File: src/rtl/irq_ctrl.sv
// irq_ctrl: multi-source interrupt controller feeding the single core interrupt request.
//
// Rising edges on irq_src latch into the pending register. Pending sources that are also enabled
// in the mask are arbitrated, with index 0 taking the highest priority. The winner is requested
// from the core through a REQ / WAIT_DIS / SERVICE handshake on irq_en and irq_ack.
//
// Ports:
//   clk       core clock
//   rst       synchronous active-low reset
//   irq_src   peripheral interrupt lines (rising-edge triggered)
//   sr_ie     special-register write enable
//   sr_sel    special-register select
//   sr_in     special-register write data
//   sr_out    special-register read data, zero outside the three owned addresses
//   irq_en    global interrupt enable (IRQEN)
//   irq_ack   one-cycle pulse when the PC takes the interrupt jump
//   irq_out   interrupt request to the core
//   irq_busy  request in flight or handler running
module irq_ctrl #(
  parameter int unsigned N_SRC   = 8,
  parameter logic [15:0] SR_BASE = 16'h0005
) (
  input  logic             clk,
  input  logic             rst,
  input  logic [N_SRC-1:0] irq_src,
  input  logic             sr_ie,
  input  logic [15:0]      sr_sel,
  input  logic [15:0]      sr_in,
  output logic [15:0]      sr_out,
  input  logic             irq_en,
  input  logic             irq_ack,
  output logic             irq_out,
  output logic             irq_busy
);

  localparam logic [15:0] SrMask  = SR_BASE;
  localparam logic [15:0] SrPend  = SR_BASE + 16'd1;
  localparam logic [15:0] SrCause = SR_BASE + 16'd2;

  typedef enum logic [1:0] {StIdle, StReq, StWaitDis, StService} state_e;

  state_e           state_q, state_d;
  logic [N_SRC-1:0] mask_q, mask_d;
  logic [N_SRC-1:0] pending_q, pending_d;
  logic [N_SRC-1:0] src_q;
  logic             valid_q, valid_d;
  logic [3:0]       id_q, id_d;

  logic [N_SRC-1:0] set_vec, w1c_vec, ack_clr, eligible;
  logic [3:0]       win_id;

  // Upper write-data bits are unused when N_SRC < 16.
  logic unused_sr_in;
  assign unused_sr_in = ^sr_in;

  assign set_vec  = irq_src & ~src_q;
  assign eligible = pending_q & mask_q;
  assign w1c_vec  = (sr_ie && sr_sel == SrPend) ? sr_in[N_SRC-1:0] : '0;

  // Lowest set index wins: scan downwards so the last hit is the smallest index.
  always_comb begin
    win_id = '0;
    for (int i = int'(N_SRC) - 1; i >= 0; i--) begin
      if (eligible[i]) win_id = 4'(i);
    end
  end

  always_comb begin
    state_d = state_q;
    valid_d = valid_q;
    id_d    = id_q;
    ack_clr = '0;
    case (state_q)
      StIdle: begin
        if (irq_en && |eligible) begin
          id_d    = win_id;
          valid_d = 1'b1;
          state_d = StReq;
        end
      end
      StReq: begin
        if (irq_ack) begin
          for (int i = 0; i < int'(N_SRC); i++) ack_clr[i] = (id_q == 4'(i));
          state_d = StWaitDis;
        end else if (!irq_en) begin
          // Software dropped IE before the jump: withdraw, leave pending for a later retry.
          valid_d = 1'b0;
          state_d = StIdle;
        end
      end
      StWaitDis: if (!irq_en) state_d = StService;
      StService: if (irq_en) state_d = StIdle;
      default:   state_d = StIdle;
    endcase
  end

  // A new edge beats a same-cycle clear so no event is lost.
  assign pending_d = (pending_q & ~(w1c_vec | ack_clr)) | set_vec;
  assign mask_d    = (sr_ie && sr_sel == SrMask) ? sr_in[N_SRC-1:0] : mask_q;

  always_ff @(posedge clk) begin
    if (!rst) begin
      state_q   <= StIdle;
      mask_q    <= '0;
      pending_q <= '0;
      src_q     <= '0;
      valid_q   <= 1'b0;
      id_q      <= '0;
    end else begin
      state_q   <= state_d;
      mask_q    <= mask_d;
      pending_q <= pending_d;
      src_q     <= irq_src;
      valid_q   <= valid_d;
      id_q      <= id_d;
    end
  end

  always_comb begin
    sr_out = '0;
    if (sr_sel == SrMask) begin
      sr_out[N_SRC-1:0] = mask_q;
    end else if (sr_sel == SrPend) begin
      sr_out[N_SRC-1:0] = pending_q;
    end else if (sr_sel == SrCause) begin
      sr_out = {valid_q, 11'b0, id_q};
    end
  end

  assign irq_out  = (state_q == StReq);
  assign irq_busy = (state_q != StIdle);

endmodule

File: config.mk
export PLATFORM = sky130hd
export DESIGN_NAME = irq_ctrl
export DESIGN_NICKNAME = d
export VERILOG_FILES = /design/src/rtl/irq_ctrl.sv
export SDC_FILE = /design/constraint.sdc
export NUM_CORES = 1
export LEC_CHECK = 0
export ABC_AREA = 1
export CORE_MARGIN = 5
export CORE_UTILIZATION = 48
export DETAILED_ROUTE_END_ITERATION = 10
export PLACE_DENSITY = 0.86
export SLEW_MARGIN = 40
export SYNTH_ARGS = -nofsm -noshare
export SYNTH_HDL_FRONTEND = slang
export SYNTH_SLANG_ARGS = --single-unit
File: constraint.sdc
create_clock -name clk -period 3.3 [get_ports clk]
set_input_delay 0.33 -clock clk [delete_from_list [all_inputs] [get_ports clk]]
set_output_delay 0.33 -clock clk [all_outputs]
set_load 0.02 [all_outputs]
==> results.yml, run 1 <==
outcome:
  status: "finished clean"
route:
  drc: 0
  postRouteAntennaNets: 0
  routed_wl_mm: 4.117
  avgRoutedWirePerCell_microns: 11.90
  first_iter_violations: 128
  drt_first_pass_iters: 4
  vias_per_cell: 5.064
  num_vias: 1752
floorplanning:
  pin_count: 63
  die_x_microns: 69.74
  initial_core_util: 0.5054
  die_height_microns: 69.74
  core_area_sq_um: 3390
  rows: 21
  die_area_sq_um: 4863
sta:
  final.setup.tns_ns: 0
  timing.fmax_ghz: 0.3569
  period_share: 0.8489
  fin_skew_ns: 0.01183
  rsz0062_at_grt: "no"
  hold_violations: 0
  drv_slew: 0
  fin_crit_ns: 2.802
  layout_setup_ws_ns: 0.4985
  setup_viol: 0
layout:
  n_fill_cell: 311
  syn_to_final_growth_pct: 30.46
  diodes: 0
  nets: 346
  drive_gt1_frac: 0.08000
synth:
  synth-edff-count: 0
  synth_cell_types: 27
  synthFlopType: "dfxtp_1"
  synth_area_leader_cell: "dfxtp_1"
  yosys_register_bits: 30
  avgSynthCellArea_sq_um: 6.770
  synth_area_sq_um: 1713
  yosysWarnings: 0
  syn_inst: 253
  synth_area_leaders: "dfxtp_1 (35%), nand2_1 (17%), inv_1 (6.4%), nand4_1 (5.1%), nor2_1 (4.8%)"
  async_flop_share: 0
  synth.top_cell.area_share: 0.3506
  synth_seq_area_share: 0.3506
place:
  gp_congestion: 0.8591
  pre_cts_slack_ns: 0.5044
  io_buffers: 47
  dp_hpwl_mm: 3.252
critical_path:
  crit_fanout: 19
  worst-setup-path-type: "in -> out"
  cp_num_cells: 9
  required_ns: 2.97
  cp_common_cell: "clkdlybuf4s50_1"
  crit_chain: "clkdlybuf4s50_1, nor2_2, nand2_2, nor2_8, nand4_2, nand3_1, o21ai_1, inv_1, clkdlybuf4s50_1"
  critPathCaptureType: "output pin"
  rr_worst_depth: 7
  crit_family: "buffers and inverters"
  arrival_ns: 2.47
  crit_path_start_kind: "primary input"
  max_stage_delay_ns: 0.60
  cp.buffers_inverters: 3
  critPathSlowestCell: "clkdlybuf4s50_1"
clock_network:
  cts.path.max_buffers: 2
  ctsRootBufferMaster: "clkbuf_4"
  cts_tree: "built"
  cts_hold_buf: 0
  cts_resized: 0
  clkTransAtPathRegs_ns: 0.09
  post_cts_buffers: 0
  htreeDepth: 2
  cts_sinks: 30
  insertion_delay_ns: 0.32
  cts_buffers: 5
power_and_ir_drop:
  p_leak_nw: 0.9787
  cellPowerDensity_nw_per_um2: 310.4
  peakVddDrop_mv: 0.2221
run:
  drv_cap: 0
global_route:
  antenna_found_initial: 0
  grt_overflow_total: 0
  grt_start_max_net_pins: 20
  grt_util_all_layers: 0.1769
  grt_pass1_wl_mm: 7.182
  grt_pass1_vias: 1633
min_path:
  min_path_type: "reg -> reg"
  whs_path_depth: 1
[layout make-up]
type,instances,area [sq um],share of cell area
Multi-Input combinational cell,187,938.4,0.4199
Timing Repair Buffer,48,478.0,0.2139
Inverter,29,108.9,0.04871
Sequential cell,30,600.6,0.2688
Clock buffer,6,51.30,0.02296
Tap cell,46,57.56,0.02576
[through the flow]
stage | utilization | area, sq um | power, W | hold WS, ns | cells
floorplan | - | 1735 | 0.0004415 | 0.3895 | 259
global placement | 0.6441 | 2183 | 0.0004902 | 0.3923 | 340
detailed placement | 0.6441 | 2183 | 0.0004927 | 0.3992 | 340
CTS | 0.6593 | 2235 | 0.0006979 | 0.4054 | 346
global route | 0.6593 | 2235 | 0.0007272 | 0.4152 | 346
finish | 0.6593 | 2235 | 0.0006936 | 0.3948 | 346
[worst register-to-register path, stage by stage (launching register included)]
cell and delay, ns:
dfxtp_1 0.36, inv_1 0.09, nor2_2 0.19, nand2_2 0.16
nor4_1 0.22, nor2_1 0.07, nand2_1 0.07, o21ai_1 0.06
[flip-flops by register name (all words and copies together) (netlist names), named ones only]
signal     cells
mask_q         8
pending_q      8
src_q          8
id_q           3
state_q        1
valid_q        1
[cells in the mapped netlist, types with 5 or more instances]
library cell,instances
a21oi_1,13
buf_4,8
dfxtp_1,30
inv_1,29
nand2_1,77
nand3_1,9
nand4_1,14
nor2_1,22
nor2_2,5
nor4_1,8
o21ai_1,11
o22ai_1,5
[power breakdown]
group / internal [W] / leakage (nW) / switching [W]
clock: 0.0000958 / 0.0302 / 0.000113
combinational: 0.0000508 / 0.702 / 0.0000465
sequential: 0.000377 / 0.246 / 0.0000107
[logic make-up (layout without fill, tap and decap cells)]
logic type | after synthesis | in the layout | synth area share
AO/OA/AOI/OAI | 32 | 32 | 0.09934
buffers and inverters | 42 | 83 | 0.1147
flip-flops | 30 | 30 | 0.3506
other | 1 | 7 | 0.002189
AND/OR/NAND/NOR | 148 | 148 | 0.4332
[cell usage in the layout, fill, tap and decap left out]
master,n
clkbuf_8,1
nand2_1,77
nor4_1,8
conb_1,7
a21oi_1,13
nand4_1,14
nor3_4,1
nand4_2,1
buf_4,1
clkbuf_4,5
nand3_4,2
o21ai_1,11
nor2_1,22
nand3_1,9
a211oi_1,1
o21ai_0,1
inv_1,29
clkdlybuf4s50_1,47
nand2_2,4
nor2_4,2
nor2_8,2
o22ai_1,5
a31oi_1,1
nor3_1,1
nor2_2,5
dfxtp_1,30
[routing by layer]
metal  up-vias  track usage  share of wire
met2        79       0.2977           0.47
met1       759       0.2049           0.42
li1        909            -              -
met3         5      0.06667           0.10
met5         -            0              0
met4         0      0.06170         0.0070
[final timing paths]
kind / start / endpoint / slack [ns]
min: src_q[1] / pending_q[1] / 0.39
min reg2reg: src_q[1] / pending_q[1] / 0.39
max: sr_sel[15] / sr_out[2] / 0.50
max reg2reg: state_q[0] / pending_q[5] / 1.98
Note: power is estimated with default switching activity, not from simulation.
==> inputs of run 2 (changes only) <==
--- a/config.mk
+++ b/config.mk
@@ -7,9 +7,9 @@
 export LEC_CHECK = 0
 export ABC_AREA = 1
 export CORE_MARGIN = 5
-export CORE_UTILIZATION = 48
+export CORE_UTILIZATION = 44
 export DETAILED_ROUTE_END_ITERATION = 10
-export PLACE_DENSITY = 0.86
+export PLACE_DENSITY = 0.79
 export SLEW_MARGIN = 40
 export SYNTH_ARGS = -nofsm -noshare
 export SYNTH_HDL_FRONTEND = slang
==> constraint.sdc (replaced) <==
create_clock -name clk -period 2.9 [get_ports clk]
set_input_delay 0.29 -clock clk [delete_from_list [all_inputs] [get_ports clk]]
set_output_delay 0.29 -clock clk [all_outputs]
set_load 0.02 [all_outputs]
==> run 2 against run 1 <==
Net effect:
- flip-flop and latch count stayed put
- power is 27% higher
- combinational power is 14% higher
- register-to-register slack worse by 0.45 ns
- highest routed layer unchanged
- worst hold slack better by 0.012 ns
- die area is 7.8% higher
- final cell count is 0.87% higher
- clock skew is 0.0057 ns lower
- global-route usage is 1.3 points lower
- via count is 0.40% lower
- critical path type unchanged
- largest power group unchanged
- largest cell class unchanged
- non-clock buffer count is 1 higher
==> results.yml, run 2 (synthesis gave the netlist of run 1 again) <==
clock_network:
  cts_resized: 0
  cts_hold_buf: 0
  cts_tree: "built"
  clkTransAtPathRegs_ns: 0.06
  ctsRootBufferMaster: "clkbuf_8"
  cts_sinks: 30
  cts.path.max_buffers: 2
  htreeDepth: 2
  cts_buffers: 5
  insertion_delay_ns: 0.28
  post_cts_buffers: 0
power_and_ir_drop:
  cellPowerDensity_nw_per_um2: 386.1
  peakVddDrop_mv: 0.3021
  p_leak_nw: 0.9971
layout:
  final_cell_mix: "nand2_1 (77), clkdlybuf4s50_1 (47), dfxtp_1 (30)"
  diodes: 0
  n_fill_cell: 339
  drive_gt1_frac: 0.08306
  syn_to_final_growth_pct: 32.87
  reg.largest.list: "mask_q x8, pending_q x8, src_q x8"
  nets: 347
  final_common_cell: "nand2_1"
critical_path:
  critPathCaptureType: "output pin"
  crit_fanout: 11
  crit_chain: "clkdlybuf4s50_1, nand2_2, nor2_1, nand4_2, nand3_1, o21ai_1, inv_1, clkdlybuf4s50_1"
  max_stage_delay_ns: 0.61
  crit_path_start_kind: "primary input"
  r2r_slack_ns: 1.53
  r2r-end: "pending_q[3]"
  cp_common_cell: "clkdlybuf4s50_1"
  arrival_ns: 2.40
  worst-setup-path-type: "in -> out"
  rr_worst_depth: 7
  required_ns: 2.61
  timing.rr.start: "state_q[0]"
  critPathSlowestCell: "clkdlybuf4s50_1"
outcome:
  status: "finished clean"
route:
  drc: 0
  num_vias: 1745
  routed_wl_mm: 4.340
  drt_first_pass_iters: 4
  postRouteAntennaNets: 0
  first_iter_violations: 72
  avgRoutedWirePerCell_microns: 12.44
  vias_per_cell: 5.000
sta:
  period_share: 0.9287
  final.setup.tns_ns: 0
  maxSlewHeadroom: 0.6534
  worst_pin_slew_ns: 0.5182
  setup_viol: 0
  timing.fmax_ghz: 0.3713
  drv_slew: 0
  layout_setup_ws_ns: 0.2068
  rsz0062_at_grt: "no"
  hold_violations: 0
  fin_crit_ns: 2.693
  fin_skew_ns: 0.006094
floorplanning:
  pin_count: 63
  die_area_sq_um: 5241
  die_x_microns: 72.40
  core_area_sq_um: 3716
  rows: 22
  initial_core_util: 0.4609
  die_height_microns: 72.40
global_route:
  antenna_found_initial: 0
  grt_overflow_total: 0
  grt_start_max_net_pins: 13
  grt_pass1_wl_mm: 6.948
  grt_pass1_vias: 1638
  grt_util_all_layers: 0.1639
min_path:
  min_path_type: "reg -> reg"
  hp-start: "src_q[4]"
  whs_path_depth: 1
  whs_endpoint: "pending_q[4]"
place:
  dp_hpwl_mm: 3.332
  io_buffers: 47
  pre_cts_slack_ns: 0.2130
  gp_congestion: 0.8728
run:
  drv_cap: 0
[run 2: changes by cell type in the layout (fill, tap and decap cells not counted), sizes merged]
cell  change
buf       +1
[run 2: worst max-delay path: cells and delay by family]
family	cells	cell delay, ns
buffers and inverters	3	1.25
AO/OA/AOI/OAI	1	0.09
AND/OR/NAND/NOR	4	0.78
[run 2: worst max path at each step]
stage | endpoint | slack, ns | startpoint | cells after the start
after global routing | sr_out[2] | 0.08 | sr_sel[0] | 8
after CTS | sr_out[2] | 0.20 | sr_sel[0] | 8
final | sr_out[2] | 0.21 | sr_sel[0] | 8
after detailed placement | sr_out[2] | 0.21 | sr_sel[0] | 8
after global placement | sr_out[2] | 0.28 | sr_sel[0] | 8
after floorplan | sr_out[3] | 1.33 | sr_sel[11] | 6
[run 2: cell type report]
class / instances / area, sq um / share of cell area
Clock buffer: 6 / 82.58 / 0.03628
Sequential cell: 30 / 600.6 / 0.2639
Multi-Input combinational cell: 187 / 938.4 / 0.4123
Tap cell: 48 / 60.06 / 0.02639
Inverter: 29 / 108.9 / 0.04783
Timing Repair Buffer: 49 / 485.5 / 0.2133
[run 2: stage by stage]
step / hold slack, ns / utilization / total power (W) / instances / instance area [sq um]
3_5_place_dp: 0.4004 / 0.5902 / 0.0005588 / 343 / 2193
3_3_place_gp: 0.3924 / 0.5902 / 0.0005564 / 343 / 2193
4_1_cts: 0.4088 / 0.6125 / 0.0008766 / 349 / 2276
6_report: 0.4070 / 0.6125 / 0.0008787 / 349 / 2276
2_1_floorplan: 0.3895 / - / 0.0005024 / 259 / 1735
5_1_grt: 0.4186 / 0.6125 / 0.0009014 / 349 / 2276
[run 2: report_power, final]
group          switching, W  total [W]  leakage, nW  internal (W)
Combinational     0.0000531   0.000111        0.708     0.0000577
Clock              0.000146   0.000329       0.0431      0.000183
Sequential       0.00000997   0.000439        0.246      0.000429
Total              0.000209   0.000879        0.997      0.000670
[run 2: routing by layer]
| layer | up-vias | GRT usage | routed length (microns) |
|---|---|---|---|
| li1 | 915 | - | - |
| met2 | 60 | 0.2690 | 1977 |
| met5 | - | 0 | 0 |
| met1 | 764 | 0.2099 | 1948 |
| met4 | 0 | 0.06352 | 63 |
| met3 | 6 | 0.03463 | 352 |
==> inputs of run 3 (changes only) <==
--- a/config.mk
+++ b/config.mk
@@ -10,6 +10,7 @@
 export CORE_UTILIZATION = 44
 export DETAILED_ROUTE_END_ITERATION = 10
 export PLACE_DENSITY = 0.79
+export REMOVE_ABC_BUFFERS = 1
 export SLEW_MARGIN = 40
 export SYNTH_ARGS = -nofsm -noshare
 export SYNTH_HDL_FRONTEND = slang
==> run 3 against run 2 <==
Net effect:
- count of clock-buffer cells in the layout increased by 1
- die area is the same
- critical path type unchanged
- non-clock buffer count unchanged
- setup slack improved by 0.039 ns
- fmax grew 1.5%
- core utilization down 0.17 points
- clock power shrank 6.1%
- cell area is 0.27% lower
- critical path depth did not move
- sequential power about the same
- register-to-register slack about the same
- largest cell class unchanged
==> results.yml, run 3 (synthesis gave the netlist of run 1 again) <==
outcome:
  status: "finished clean"
route:
  drc: 0
  vias_per_cell: 5.003
  routed_wl_mm: 4.269
  first_iter_violations: 110
  drt_first_pass_iters: 4
  avgRoutedWirePerCell_microns: 12.20
  num_vias: 1751
  postRouteAntennaNets: 0
layout:
  syn_to_final_growth_pct: 32.51
  final_cell_mix: "nand2_1 (77), clkdlybuf4s50_1 (47), dfxtp_1 (30)"
  nets: 347
  final_common_cell: "nand2_1"
  diodes: 0
  drive_gt1_frac: 0.07947
  reg.largest.list: "mask_q x8, pending_q x8, src_q x8"
power_and_ir_drop:
  sequentialPowerShare: 0.511
  p_int_w: 0.0006517
  peakVddDrop_mv: 0.3698
  cellPowerDensity_nw_per_um2: 378.3
  combPwrFrac: 0.129
  clock_power_share: 0.360
  power_switching_w: 0.0002069
  swShare: 0.2410
  p_leak_nw: 0.9923
global_route:
  grt_start_max_net_pins: 15
  grt_overflow_total: 0
  antenna_found_initial: 0
  grt_util_all_layers: 0.1721
  grt_pass1_wl_mm: 7.231
  grt_pass1_vias: 1694
clock_network:
  insertion_delay_ns: 0.28
  post_cts_buffers: 0
  cts_hold_buf: 0
  cts_buffers: 5
  cts_resized: 0
  ctsRootBufferMaster: "clkbuf_8"
  cts_sinks: 30
  clkTransAtPathRegs_ns: 0.06
  cts.path.max_buffers: 2
  cts_tree: "built"
  htreeDepth: 2
critical_path:
  r2r-end: "pending_q[4]"
  r2r_slack_ns: 1.54
  startpoint: "sr_sel[0]"
  rr_worst_depth: 7
  timing.rr.start: "state_q[0]"
  worst-setup-path-type: "in -> out"
  cp_num_cells: 8
  crit_path_start_kind: "primary input"
  crit_fanout: 11
  critPathSlowestCell: "clkdlybuf4s50_1"
  critPathCaptureType: "output pin"
  critical_path.endpoint: "sr_out[2]"
  required_ns: 2.61
  cp_common_cell: "clkdlybuf4s50_1"
  max_stage_delay_ns: 0.59
  arrival_ns: 2.36
  cp.buffers_inverters: 3
  crit_family: "buffers and inverters"
  crit_chain: "clkdlybuf4s50_1, nand2_2, nor2_1, nand4_2, nand3_1, o21ai_1, inv_1, clkdlybuf4s50_1"
sta:
  period_share: 0.9152
  timing.fmax_ghz: 0.3768
  rsz0062_at_grt: "no"
  fin_skew_ns: 0.003729
  drv_slew: 0
  layout_setup_ws_ns: 0.2459
  fin_crit_ns: 2.654
  setup_viol: 0
  hold_violations: 0
  final.setup.tns_ns: 0
place:
  gp_congestion: 0.8554
  dp_hpwl_mm: 3.315
  pre_cts_slack_ns: 0.2308
  io_buffers: 47
floorplanning:
  initial_core_util: 0.4609
  pin_count: 63
  rows: 22
  die_height_microns: 72.40
  die_x_microns: 72.40
  core_area_sq_um: 3716
  die_area_sq_um: 5241
run:
  drv_cap: 0
min_path:
  min_path_type: "reg -> reg"
run 3: cell types whose count changed in the layout (fill, tap and decap cells not counted):
| cell | previous run | this run |
|---|---|---|
| clkbuf_8 | 6 | 5 |
| clkbuf_1 | 0 | 2 |
run 3: stage by stage:
stage	hold WS, ns	total power [W]	instance area (sq um)	instances	utilization
2_1_floorplan	0.3895	0.0004895	1648	246	-
5_1_grt	0.4198	0.0008929	2270	350	0.6108
6_report	0.3963	0.0008587	2270	350	0.6108
4_1_cts	0.4024	0.0008619	2270	350	0.6108
3_3_place_gp	0.3927	0.0005557	2193	343	0.5902
3_5_place_dp	0.3944	0.0005588	2193	343	0.5902
run 3: per-layer routing:
| metal | vias to the layer above | wire (microns) | GRT usage |
|---|---|---|---|
| li1 | 917 | - | - |
| met1 | 761 | 1905 | 0.2161 |
| met2 | 67 | 1914 | 0.2851 |
| met3 | 6 | 401 | 0.04986 |
| met4 | 0 | 47 | 0.05123 |
| met5 | - | 0 | 0 |
run 3: worst min path at each step:
stage	startpoint	cells past startpoint	to
final	src_q[2]	1	pending_q[2]
after floorplan	src_q[0]	1	pending_q[0]
after CTS	src_q[2]	1	pending_q[2]
after detailed placement	src_q[2]	1	pending_q[2]
after global placement	src_q[4]	1	pending_q[4]
after global routing	src_q[3]	1	pending_q[3]
run 3: layout make-up:
type,count,area (sq um)
fillers,356,1446
repair buffers,49,485.5
multi-input cells,187,938.4
inverters,29,108.9
well taps,48,60.06
flip-flops and latches,30,600.6
clock buffers,7,76.32
run 3: worst reg2reg max path: stages (launching register included):
cell and delay [ns]:
dfxtp_1 0.34, inv_1 0.09, nor2_2 0.17, nand2_2 0.16
nor4_1 0.31, nor2_1 0.07, nand2_1 0.06, o21ai_1 0.05
run 3: power by group through the flow:
stage	logic (W)	registers, W	clock network, W
6_report	0.000111	0.000439	0.000309
4_1_cts	0.000111	0.000439	0.000312
3_5_place_dp	0.000111	0.000448	0
5_1_grt	0.000123	0.000441	0.000329
2_1_floorplan	0.0000442	0.000445	0
3_3_place_gp	0.000108	0.000447	0
